## src/rtl/hdr_pkg.sv

```systemverilog
// -----------------------------------------------------------------------------
// hdr_pkg
// Shared types and constants for the arrow game-play datapath.
//   state_t         : game FSM states (IDLE / PLAY / PAUSE / OVER)
//   LANE_*          : lane encoding, matching the dir_in bit order
//   LFSR_SEED/TAPS  : spawn-lane LFSR reset value and Galois tap mask
//   SCORE_W         : width of the saturating score
//   lfsr_step       : one Galois step (taps 16,14,13,11)
//   lfsr_lane       : lane picked from the value after one step
// -----------------------------------------------------------------------------
package hdr_pkg;

    typedef enum logic [1:0] {
        ST_IDLE  = 2'd0,
        ST_PLAY  = 2'd1,
        ST_PAUSE = 2'd2,
        ST_OVER  = 2'd3
    } state_t;

    localparam logic [1:0] LANE_UP    = 2'd0;
    localparam logic [1:0] LANE_DOWN  = 2'd1;
    localparam logic [1:0] LANE_LEFT  = 2'd2;
    localparam logic [1:0] LANE_RIGHT = 2'd3;

    localparam logic [15:0] LFSR_SEED = 16'hACE1;
    // Right-shifting Galois form: bits 15,13,12,10 realise taps 16,14,13,11.
    localparam logic [15:0] LFSR_TAPS = 16'hB400;

    localparam int                 SCORE_W   = 6;
    localparam logic [SCORE_W-1:0] SCORE_MAX = 6'd63;

    function automatic logic [15:0] lfsr_step(input logic [15:0] cur);
        lfsr_step = cur[0] ? ((cur >> 1) ^ LFSR_TAPS) : (cur >> 1);
    endfunction

    function automatic logic [1:0] lfsr_lane(input logic [15:0] cur);
        lfsr_lane = 2'(lfsr_step(cur));
    endfunction

endpackage

```

## src/rtl/lfsr16.sv

```systemverilog
// -----------------------------------------------------------------------------
// lfsr16
// 16-bit Galois LFSR used to pick the lane of each new arrow.
// Ports:
//   clk, rst_n : clock, asynchronous active-low reset (loads LFSR_SEED)
//   en         : advance one step this cycle
//   state      : current LFSR value
// -----------------------------------------------------------------------------
module lfsr16
    import hdr_pkg::*;
(
    input  logic        clk,
    input  logic        rst_n,
    input  logic        en,
    output logic [15:0] state
);

    logic [15:0] lfsr_r;

    // LFSR register: holds unless enabled, then takes one Galois step
    always_ff @(posedge clk or negedge rst_n) begin
        if (!rst_n) begin
            lfsr_r <= LFSR_SEED;
        end else if (en) begin
            lfsr_r <= lfsr_step(lfsr_r);
        end else begin
            lfsr_r <= lfsr_r;
        end
    end

    assign state = lfsr_r;

endmodule

```

## src/rtl/arrow_sequencer.sv

```systemverilog
// -----------------------------------------------------------------------------
// arrow_sequencer
// Game-play controller: spawns falling arrows, judges player presses against
// the hit line, counts score and misses, and owns the IDLE/PLAY/PAUSE/OVER FSM.
// All game state advances once per frame_tick while in PLAY.
// Build option: define MISS_PENALTY_EN to make an unmatched press cost one
// point (floor 0) and raise miss_pulse; otherwise unmatched presses are ignored.
// Ports:
//   clk, rst_n      : clock, asynchronous active-low reset
//   frame_tick      : one-cycle pulse per video frame
//   start_btn       : start / back-to-idle pulse
//   pause_btn       : pause toggle pulse
//   dir_in[3:0]     : player direction levels (up, down, left, right)
//   slot_valid      : per-slot live flag
//   slot_lane       : packed 2-bit lane per slot
//   slot_y          : packed 10-bit y per slot
//   target_arrow    : lanes with a live arrow inside the hit window
//   score           : saturating hit count
//   pause_state     : high while paused
//   game_over       : high in OVER
//   hit_pulse       : one cycle after a frame with at least one hit
//   miss_pulse      : one cycle after a frame with at least one miss
// -----------------------------------------------------------------------------
module arrow_sequencer
    import hdr_pkg::*;
#(
    parameter int NUM_SLOTS    = 4,
    parameter int SPAWN_PERIOD = 60,
    parameter int SPEED        = 4,
    parameter int HIT_Y        = 400,
    parameter int HIT_WIN      = 16,
    parameter int SCREEN_H     = 480,
    parameter int MAX_MISSES   = 8
) (
    input  logic                    clk,
    input  logic                    rst_n,
    input  logic                    frame_tick,
    input  logic                    start_btn,
    input  logic                    pause_btn,
    input  logic [3:0]              dir_in,
    output logic [NUM_SLOTS-1:0]    slot_valid,
    output logic [2*NUM_SLOTS-1:0]  slot_lane,
    output logic [10*NUM_SLOTS-1:0] slot_y,
    output logic [3:0]              target_arrow,
    output logic [SCORE_W-1:0]      score,
    output logic                    pause_state,
    output logic                    game_over,
    output logic                    hit_pulse,
    output logic                    miss_pulse
);

    localparam int FC_W   = (SPAWN_PERIOD > 1) ? $clog2(SPAWN_PERIOD) : 1;
    localparam int MISS_W = $clog2(MAX_MISSES + 1);

    state_t                    state_r, state_next_s;
    logic [NUM_SLOTS-1:0]      valid_r, valid_next_s;
    logic [NUM_SLOTS-1:0][1:0] lane_r, lane_next_s;
    logic [NUM_SLOTS-1:0][9:0] y_r, y_next_s;
    logic [SCORE_W-1:0]        score_r, score_next_s;
    logic [MISS_W-1:0]         misses_r, misses_next_s;
    logic [FC_W-1:0]           fc_r, fc_next_s;
    logic [3:0]                dir_prev_r, pending_r, pending_next_s, rise_s;
    logic                      hit_r, hit_next_s, miss_r, miss_next_s;
    logic                      pause_r, over_r, frame_s, found_s, spawn_done_s;
    logic                      lfsr_en_s;
    logic [15:0]               lfsr_state_s;
    logic [NUM_SLOTS-1:0]      hit_mask_s;
    logic [7:0]                hit_cnt_s, miss_cnt_s, score_sum_s, miss_sum_s;
    logic [10:0]               y_moved_s;
`ifdef MISS_PENALTY_EN
    logic [7:0]                pen_cnt_s;
`endif

    lfsr16 u_lfsr (
        .clk   (clk),
        .rst_n (rst_n),
        .en    (lfsr_en_s),
        .state (lfsr_state_s)
    );

    // Window test done in 11 bits so y near 0 cannot underflow.
    function automatic logic in_window(input logic [9:0] y);
        in_window = (({1'b0, y} + 11'(HIT_WIN)) >= 11'(HIT_Y)) &&
                    ({1'b0, y} <= 11'(HIT_Y + HIT_WIN));
    endfunction

    // FSM next state plus the per-frame judge / move / miss / spawn update
    always_comb begin
        rise_s         = dir_in & ~dir_prev_r;
        state_next_s   = state_r;
        valid_next_s   = valid_r;
        lane_next_s    = lane_r;
        y_next_s       = y_r;
        score_next_s   = score_r;
        misses_next_s  = misses_r;
        fc_next_s      = fc_r;
        hit_next_s     = 1'b0;
        miss_next_s    = 1'b0;
        lfsr_en_s      = 1'b0;
        frame_s        = 1'b0;
        found_s        = 1'b0;
        spawn_done_s   = 1'b0;
        hit_mask_s     = '0;
        hit_cnt_s      = 8'd0;
        miss_cnt_s     = 8'd0;
        score_sum_s    = 8'd0;
        miss_sum_s     = 8'd0;
        y_moved_s      = 11'd0;
        pending_next_s = 4'd0;
`ifdef MISS_PENALTY_EN
        pen_cnt_s      = 8'd0;
`endif
        case (state_r)
            ST_IDLE: begin
                if (start_btn) begin
                    state_next_s  = ST_PLAY;
                    valid_next_s  = '0;
                    lane_next_s   = '0;
                    y_next_s      = '0;
                    score_next_s  = '0;
                    misses_next_s = '0;
                    fc_next_s     = '0;
                end else begin
                    state_next_s = ST_IDLE;
                end
            end
            ST_PLAY: begin
                if (pause_btn) begin
                    state_next_s = ST_PAUSE;
                end else if (frame_tick) begin
                    frame_s = 1'b1;
                    // Judge: per pressed lane, free the lowest matching in-window slot.
                    for (int l = int'(LANE_UP); l <= int'(LANE_RIGHT); l++) begin
                        found_s = 1'b0;
                        if (pending_r[l]) begin
                            for (int s = 0; s < NUM_SLOTS; s++) begin
                                if (!found_s && valid_r[s] && (lane_r[s] == 2'(l)) &&
                                    in_window(y_r[s])) begin
                                    found_s       = 1'b1;
                                    hit_mask_s[s] = 1'b1;
                                end else begin
                                    found_s = found_s;
                                end
                            end
                            if (found_s) begin
                                hit_cnt_s = hit_cnt_s + 8'd1;
                            end else begin
`ifdef MISS_PENALTY_EN
                                pen_cnt_s = pen_cnt_s + 8'd1;
`else
                                hit_cnt_s = hit_cnt_s;
`endif
                            end
                        end else begin
                            found_s = 1'b0;
                        end
                    end
                    // Move survivors, then retire anything that fell off screen.
                    for (int s = 0; s < NUM_SLOTS; s++) begin
                        if (hit_mask_s[s]) begin
                            valid_next_s[s] = 1'b0;
                            y_next_s[s]     = 10'd0;
                        end else if (valid_r[s]) begin
                            y_moved_s = {1'b0, y_r[s]} + 11'(SPEED);
                            if (y_moved_s >= 11'(SCREEN_H)) begin
                                valid_next_s[s] = 1'b0;
                                y_next_s[s]     = 10'd0;
                                miss_cnt_s      = miss_cnt_s + 8'd1;
                            end else begin
                                y_next_s[s] = y_moved_s[9:0];
                            end
                        end else begin
                            y_next_s[s] = y_r[s];
                        end
                    end
                    score_sum_s  = 8'(score_r) + hit_cnt_s;
                    score_next_s = (score_sum_s > 8'(SCORE_MAX)) ? SCORE_MAX
                                                                 : score_sum_s[SCORE_W-1:0];
                    hit_next_s   = |hit_mask_s;
                    miss_next_s  = (miss_cnt_s != 8'd0);
`ifdef MISS_PENALTY_EN
                    score_next_s = (8'(score_next_s) > pen_cnt_s)
                                   ? (score_next_s - pen_cnt_s[SCORE_W-1:0]) : '0;
                    miss_next_s  = miss_next_s || (pen_cnt_s != 8'd0);
`endif
                    miss_sum_s    = 8'(misses_r) + miss_cnt_s;
                    misses_next_s = (miss_sum_s >= 8'(MAX_MISSES)) ? MISS_W'(MAX_MISSES)
                                                                   : miss_sum_s[MISS_W-1:0];
                    // Spawn only into a slot that was already free before judging.
                    if (fc_r == FC_W'(SPAWN_PERIOD - 1)) begin
                        fc_next_s = '0;
                        lfsr_en_s = 1'b1;
                        for (int s = 0; s < NUM_SLOTS; s++) begin
                            if (!spawn_done_s && !valid_r[s]) begin
                                spawn_done_s    = 1'b1;
                                valid_next_s[s] = 1'b1;
                                lane_next_s[s]  = lfsr_lane(lfsr_state_s);
                                y_next_s[s]     = 10'd0;
                            end else begin
                                spawn_done_s = spawn_done_s;
                            end
                        end
                    end else begin
                        fc_next_s = fc_r + FC_W'(1);
                    end
                    if (miss_sum_s >= 8'(MAX_MISSES)) begin
                        state_next_s = ST_OVER;
                        valid_next_s = '0;
                        lane_next_s  = '0;
                        y_next_s     = '0;
                    end else begin
                        state_next_s = ST_PLAY;
                    end
                end else begin
                    state_next_s = ST_PLAY;
                end
            end
            ST_PAUSE: begin
                if (pause_btn) begin
                    state_next_s = ST_PLAY;
                end else begin
                    state_next_s = ST_PAUSE;
                end
            end
            ST_OVER: begin
                if (start_btn) begin
                    state_next_s = ST_IDLE;
                end else begin
                    state_next_s = ST_OVER;
                end
            end
            default: begin
                state_next_s = ST_IDLE;
            end
        endcase
        // Presses only accumulate while staying in PLAY; a frame consumes them.
        if ((state_r == ST_PLAY) && (state_next_s == ST_PLAY)) begin
            pending_next_s = frame_s ? rise_s : (pending_r | rise_s);
        end else begin
            pending_next_s = 4'd0;
        end
    end

    // Game state registers
    always_ff @(posedge clk or negedge rst_n) begin
        if (!rst_n) begin
            state_r  <= ST_IDLE;
            valid_r  <= '0;
            lane_r   <= '0;
            y_r      <= '0;
            score_r  <= '0;
            misses_r <= '0;
            fc_r     <= '0;
        end else begin
            state_r  <= state_next_s;
            valid_r  <= valid_next_s;
            lane_r   <= lane_next_s;
            y_r      <= y_next_s;
            score_r  <= score_next_s;
            misses_r <= misses_next_s;
            fc_r     <= fc_next_s;
        end
    end

    // Press edge detection and pending-press capture
    always_ff @(posedge clk or negedge rst_n) begin
        if (!rst_n) begin
            dir_prev_r <= 4'd0;
            pending_r  <= 4'd0;
        end else begin
            dir_prev_r <= dir_in;
            pending_r  <= pending_next_s;
        end
    end

    // Registered status flags and per-frame pulses
    always_ff @(posedge clk or negedge rst_n) begin
        if (!rst_n) begin
            hit_r   <= 1'b0;
            miss_r  <= 1'b0;
            pause_r <= 1'b0;
            over_r  <= 1'b0;
        end else begin
            hit_r   <= hit_next_s;
            miss_r  <= miss_next_s;
            pause_r <= (state_next_s == ST_PAUSE);
            over_r  <= (state_next_s == ST_OVER);
        end
    end

    // Lanes with a live arrow currently inside the hit window
    always_comb begin
        target_arrow = 4'd0;
        for (int s = 0; s < NUM_SLOTS; s++) begin
            if (valid_r[s] && in_window(y_r[s])) begin
                target_arrow[lane_r[s]] = 1'b1;
            end else begin
                target_arrow = target_arrow;
            end
        end
    end

    assign slot_valid  = valid_r;
    assign slot_lane   = lane_r;
    assign slot_y      = y_r;
    assign score       = score_r;
    assign pause_state = pause_r;
    assign game_over   = over_r;
    assign hit_pulse   = hit_r;
    assign miss_pulse  = miss_r;

endmodule

```

## config.mk

```make
export PLATFORM = sky130hd
export DESIGN_NAME = arrow_sequencer
export DESIGN_NICKNAME = d
export VERILOG_FILES = /design/src/rtl/hdr_pkg.sv /design/src/rtl/lfsr16.sv /design/src/rtl/arrow_sequencer.sv
export SDC_FILE = /design/constraint.sdc
export NUM_CORES = 1
export LEC_CHECK = 0
export ABC_AREA = 1
export CAP_MARGIN = 20
export CORE_ASPECT_RATIO = 2
export CORE_UTILIZATION = 45
export CTS_BUF_LIST = sky130_fd_sc_hd__clkbuf_4 sky130_fd_sc_hd__clkbuf_8
export CTS_CLUSTER_DIAMETER = 60
export DETAILED_ROUTE_END_ITERATION = 7
export GPL_TIMING_DRIVEN = 1
export HOLD_SLACK_MARGIN = 0.02
export PLACE_DENSITY = 0.69
export SYNTH_ARGS = -nofsm -noshare
export SYNTH_HDL_FRONTEND = slang
export SYNTH_HIERARCHICAL = 1
export SYNTH_SLANG_ARGS = --single-unit
```

## constraint.sdc

```tcl
create_clock -name clk -period 7.2 [get_ports clk]
set_clock_uncertainty 0.2 [all_clocks]
set_input_delay 1.44 -clock clk [delete_from_list [all_inputs] [get_ports clk]]
set_output_delay 1.44 -clock clk [all_outputs]
set_load 0.05 [all_outputs]
```

==> results of run 1 <==
## registers in the layout, indices dropped and copies added, names as in the netlist, 6 cells and up
signal	flops
fc_r	6
score	6
slot_lane	8
slot_y	40
u_lfsr/state	16
## path summary, 6_finish.rpt
| path | slack (ps) | end | start | depth (start not counted) |
|---|---|---|---|---|
| setup / recovery | 930 | slot_y[33]$_DFFE_PN0P_ | slot_y[5]$_DFFE_PN0P_ | 30 |
| hold / removal | 270 | u_lfsr/state[5]$_DFFE_PN1P_ | u_lfsr/state[5]$_DFFE_PN1P_ | 2 |
| setup reg to reg | 930 | slot_y[33]$_DFFE_PN0P_ | slot_y[5]$_DFFE_PN0P_ | 30 |
| hold reg to reg | 270 | u_lfsr/state[5]$_DFFE_PN1P_ | u_lfsr/state[5]$_DFFE_PN1P_ | 2 |
| max in group asynchronous | 4800 | u_lfsr/state[2]$_DFFE_PN0P_ | rst_n | 2 |
| min in group asynchronous | 840 | fc_r[0]$_DFFE_PN0P_ | rst_n | 1 |
## synth_stat cells (all sizes together), types with 11 or more instances
| cell | count | area, um^2 |
|---|---|---|
| a21oi | 30 | 161 |
| a22oi | 12 | 90.1 |
| dfrtp | 90 | 2250 |
| ha | 35 | 438 |
| inv | 131 | 497 |
| nand2 | 209 | 822 |
| nand3 | 67 | 355 |
| nand4 | 31 | 194 |
| nor2 | 104 | 438 |
| nor3 | 18 | 101 |
| o21ai | 43 | 226 |
| o22ai | 16 | 100 |
| o32ai | 11 | 104 |
| xor2 | 19 | 174 |
## power by group
| part | internal (mW) | switching, mW | total [mW] |
|---|---|---|---|
| clock | 0.181 | 0.207 | 0.388 |
| sequential | 0.574 | 0.0207 | 0.595 |
| combinational | 0.0708 | 0.207 | 0.278 |
## layout by cell type (no fill, tap or decap), types with 4 or more instances in the layout
| cell | count |
|---|---|
| clkbuf_8 | 11 |
| o21ai_0 | 41 |
| nor4_1 | 4 |
| clkdlybuf4s50_1 | 73 |
| ha_1 | 35 |
| o22ai_1 | 16 |
| nand4_1 | 31 |
| inv_2 | 9 |
| buf_4 | 6 |
| nand2_1 | 194 |
| a21oi_1 | 26 |
| a22oi_1 | 12 |
| nor2_2 | 10 |
| dfstp_2 | 8 |
| nand3_2 | 4 |
| nor3_1 | 17 |
| a21oi_2 | 4 |
| nor2_1 | 91 |
| dfrtp_1 | 90 |
| nand3_1 | 63 |
| o32ai_1 | 10 |
| nand2_2 | 15 |
| inv_1 | 121 |
| xor2_1 | 18 |
## kinds of logic (layout without fill, tap and decap cells)
| logic type | after synthesis | after routing | synth area share |
|---|---|---|---|
| simple gates | 437 | 437 | 0.301 |
| flops | 98 | 98 | 0.377 |
| buf+inv | 147 | 227 | 0.0907 |
| xor+xnor | 20 | 20 | 0.0279 |
| compound gates | 133 | 133 | 0.130 |
| fa+ha+maj | 37 | 37 | 0.0731 |
## tightest hold or removal path, stage by stage, from the launching register on
cell     delay, ps
dfstp_2        380
nand2_1         50
nand2_1         40
## per-layer routing
| metal | GRT usage | routed length, um | vias up |
|---|---|---|---|
| li1 | - | - | 3030 |
| met1 | 0.262 | 6810 | 2923 |
| met2 | 0.466 | 9650 | 160 |
| met3 | 0.0344 | 632 | 71 |
| met4 | 0.155 | 994 | 0 |
| met5 | 0 | 0 | - |
## metrics by stage
stage	cells	util
final	1144	0.538
after global routing	1144	0.538
after CTS	1144	0.538
after detailed placement	1128	0.523
after global placement	1128	0.523
after floorplan	872	-
## layout make-up
class / count / area (um^2)
multi-input combinational: 627 / 3480
clock inverter: 5 / 61.3
inverter: 132 / 500
sequential: 98 / 2460
tap: 192 / 240
fill: 1449 / 6600
clock buffer: 11 / 151
timing repair buffer: 79 / 776
==> results.cfg, run 1 <==
[floorplanning]
rows = 62
die_w_um = 87.2
core_um2 = 14300
initial_core_util = 0.458
die_area_um2 = 15000
fp.dieH_um = 172
ios = 75

[sta]
finalSetupTns_ps = 0
worst_slew_pin_slew_ps = 755
hold_slack_ps = 266
grt_setup_unrepaired = no
hold_viol = 0
fin_crit_sh = 0.871
slew_viol_final = 0
slew_headroom = 0.493
finalWorstSetupSlack_ps = 930
setup_viol = 0
max_freq_ghz = 0.159
final.min_clock_period_ps = 6270

[route]
drc = 0
totalWireLength_um = 18100
first_pass_iters = 4
vias_per_cell = 5.41
ant_nets = 0
vias = 6184
drt_iter0_drc = 295
wire_per_inst_um = 15.8

[clocking]
clock_sinks = 98
clock_latency_ps = 380
post_cts_resized = 0
cts.hold.buffers_added = 0
htree_num_levels = 3
cts_tree = yes
cts_setup_buffers = 0
cts_inserted_buffers = 9
clk_pin_slew_ps = 110
cts_max_path_buffers = 2
cts_root_buf = clkbuf_8

[cells_and_area]
area_growth_pct = 17.4
nets = 993
final_area_um2 = 7680
drive_above_1_share = 0.0893
antenna_cells = 0

[global_route]
grt_pass1_wl_um = 29200
grt-ovfl-total = 0
track_usage = 0.252
antenna_found_initial = 0
first_global_vias = 6089
grt_max_degree = 57

[power]
powerDensity_nw_per_um2 = 164
power_mw = 1.26
p_leak_nw = 3.63
max-vdd-ir-drop_v = 0.000110

[critical_path]
cpMaxStageDelayCell = dfrtp_1
arrival_ps = 6360
path_buf_inv = 4
cp_max_fo = 9
critPathKind = register to register
start_kind = register
crit_top_cell = nor2_1
critPathRequiredTime_ps = 7290
endpoint_kind = register
path_delay_family = simple AND/OR/NAND/NOR gates
max_stage_delay_ps = 520

[yosys]
synth.distinct_cells = 52
synth-seq-cells = 98
synth_area_um2 = 6540
synth_edf_count = 0
syn_inst = 872
synth_nets = 918
synthArstFlopShare = 1.00
synth_area_per_cell_um2 = 7.50
synthFlopType = dfrtp_1
ys_seq_area_frac = 0.377
ys_warn_count = 6

[min_path]
hold_path_class = register to register

[placed_design]
place.gp.congestion = 1.01
pre_cts_ws_ps = 1030
post_dp_cell_area_um2 = 7460
dp_hpwl_um = 13900
place.port_buffers = 74

[job]
drv_cap = 0

[outcome]
status = finished clean
(Power assumes the default switching activity.)
==> run 2, diff against run 1 <==
- SLEW_MARGIN: unset -> 30
- clock period: 7.2 -> 7.9 ns (I/O delays scaled with it)
==> run 2 against run 1 <==
Against the previous run:
- hold slack better by 1.4 ps
- sequential power down 8.9%
- critical path type unchanged
- clock power fell by 12%
- global-route usage fell by 0.16 points
- largest power group unchanged
- count of clock-buffer cells in the layout unchanged
- via count up 0.91%
- setup slack better by 690 ps
==> results.cfg, run 2 (synthesis gave the netlist of run 1 again) <==
[clocking]
cts_setup_buffers = 0
clock_latency_ps = 380
cts_root_buf = clkbuf_8
cts_tree = yes
post_cts_resized = 0
cts_inserted_buffers = 9
clock_sinks = 98
clk_pin_slew_ps = 110
cts.hold.buffers_added = 0
cts_max_path_buffers = 2
htree_num_levels = 3

[power]
power_frac_clock = 0.299
p_int_mw = 0.744
max-vdd-ir-drop_v = 0.0000890
switching_share = 0.346
comb_power_share = 0.224
p_leak_nw = 3.63
seqPwrFrac = 0.477
switchingPower_mw = 0.393
powerDensity_nw_per_um2 = 148

[cells_and_area]
area_growth_pct = 17.3
largest_reg_flops = 40
layout_common_cells = nand2_1 (194), inv_1 (121), nor2_1 (91)
antenna_cells = 0
finalCoreUtilization = 0.537
drive_above_1_share = 0.0893
nFillCells = 1450
layout_commonest_cell = nand2_1
nets = 993

[floorplanning]
core_um2 = 14300
ios = 75
die_w_um = 87.2
die_area_um2 = 15000
initial_core_util = 0.458
rows = 62
fp.dieH_um = 172

[sta]
fin_crit_sh = 0.795
slew_viol_final = 0
slew_headroom = 0.518
max_freq_ghz = 0.159
setup_viol = 0
final.min_clock_period_ps = 6280
hold_viol = 0
finalSetupTns_ps = 0
grt_setup_unrepaired = no
worst_slew_pin_slew_ps = 723

[min_path]
min_from = u_lfsr/state[5]$_DFFE_PN1P_
hold_path_class = register to register
whs_endpoint = u_lfsr/state[5]$_DFFE_PN1P_
holdPathStages = 2

[critical_path]
reg2reg_from = slot_y[5]$_DFFE_PN0P_
arrival_ps = 6370
endpoint_kind = register
critPathKind = register to register
critPathRequiredTime_ps = 7990
max_stage_delay_ps = 520
reg2reg_slack_ps = 1620
reg2reg_depth = 30
r2r_end = slot_y[36]$_DFFE_PN0P_
cp_max_fo = 9
cpMaxStageDelayCell = dfrtp_1
crit_top_cell = nor2_1
start_kind = register

[route]
totalWireLength_um = 18000
vias_per_cell = 5.45
ant_nets = 0
drc = 0
drt_iter0_drc = 389
first_pass_iters = 5
wire_per_inst_um = 15.7
vias = 6240

[global_route]
grt_pass1_wl_um = 28900
grt_max_degree = 57
antenna_found_initial = 0
first_global_vias = 5868
grt-ovfl-total = 0
track_usage = 0.250

[placed_design]
dp_hpwl_um = 13600
place.gp.congestion = 0.992
place.port_buffers = 74

[outcome]
status = finished clean

[job]
drv_cap = 0
==> run 2: cell count changes in the layout (fill, tap and decap cells not counted), sizes merged <==
cell | previous run | this run
clkinv | 1 | 3
clkinvlp | 3 | 1
==> run 2: power by group through the flow <==
| stage | Combinational, mW | Clock (mW) | Sequential (mW) |
|---|---|---|---|
| final | 0.255 | 0.340 | 0.542 |
| after global routing | 0.274 | 0.365 | 0.545 |
| after CTS | 0.252 | 0.349 | 0.542 |
| after detailed placement | 0.253 | 0 | 0.551 |
| after global placement | 0.250 | 0 | 0.551 |
| after floorplan | 0.146 | 0 | 0.566 |
==> run 2: critical path, delay by kind of cell, from the launching register on <==
| family | cells | cell delay (ps) |
|---|---|---|
| compound gates | 2 | 460 |
| fa+ha+maj | 5 | 1640 |
| buf+inv | 5 | 550 |
| flops | 1 | 520 |
| simple gates | 18 | 2800 |
==> run 2: how the worst max path moves through the flow <==
stage	startpoint	endpoint	slack, ps	depth (start not counted)
finish	slot_y[5]$_DFFE_PN0P_	slot_y[36]$_DFFE_PN0P_	1620	30
global route	slot_y[5]$_DFFE_PN0P_	slot_y[36]$_DFFE_PN0P_	1230	30
CTS	slot_y[5]$_DFFE_PN0P_	slot_y[36]$_DFFE_PN0P_	1760	30
detailed placement	slot_y[5]$_DFFE_PN0P_	slot_y[36]$_DFFE_PN0P_	1750	30
global placement	slot_y[5]$_DFFE_PN0P_	slot_y[36]$_DFFE_PN0P_	2050	31
floorplan	slot_y[5]$_DFFE_PN0P_	slot_y[36]$_DFFE_PN0P_	2310	30
==> run 2: metrics by stage <==
stage	hold slack [ps]	total power, mW	area (um^2)	setup WS (ps)	instances
final	267	1.14	7670	1620	1144
after global routing	297	1.18	7670	1230	1144
after CTS	269	1.14	7670	1760	1144
after detailed placement	256	0.804	7460	1750	1128
after global placement	256	0.801	7460	2050	1128
after floorplan	242	0.711	6540	2310	872
==> run 2: layout make-up <==
class	instances	area, um^2	area share
clock buffers	11	139	0.0181
well taps	192	240	0.0313
clock inverters	5	63.8	0.00832
multi-input cells	627	3480	0.455
flip-flops and latches	98	2460	0.321
repair buffers	79	776	0.101
inverters	132	500	0.0653
==> run 2: layer usage <==
| metal | share of wire | global-route usage |
|---|---|---|
| met5 | 0 | 0 |
| met4 | 0.043 | 0.130 |
| met3 | 0.038 | 0.0325 |
| met2 | 0.53 | 0.459 |
| met1 | 0.38 | 0.275 |
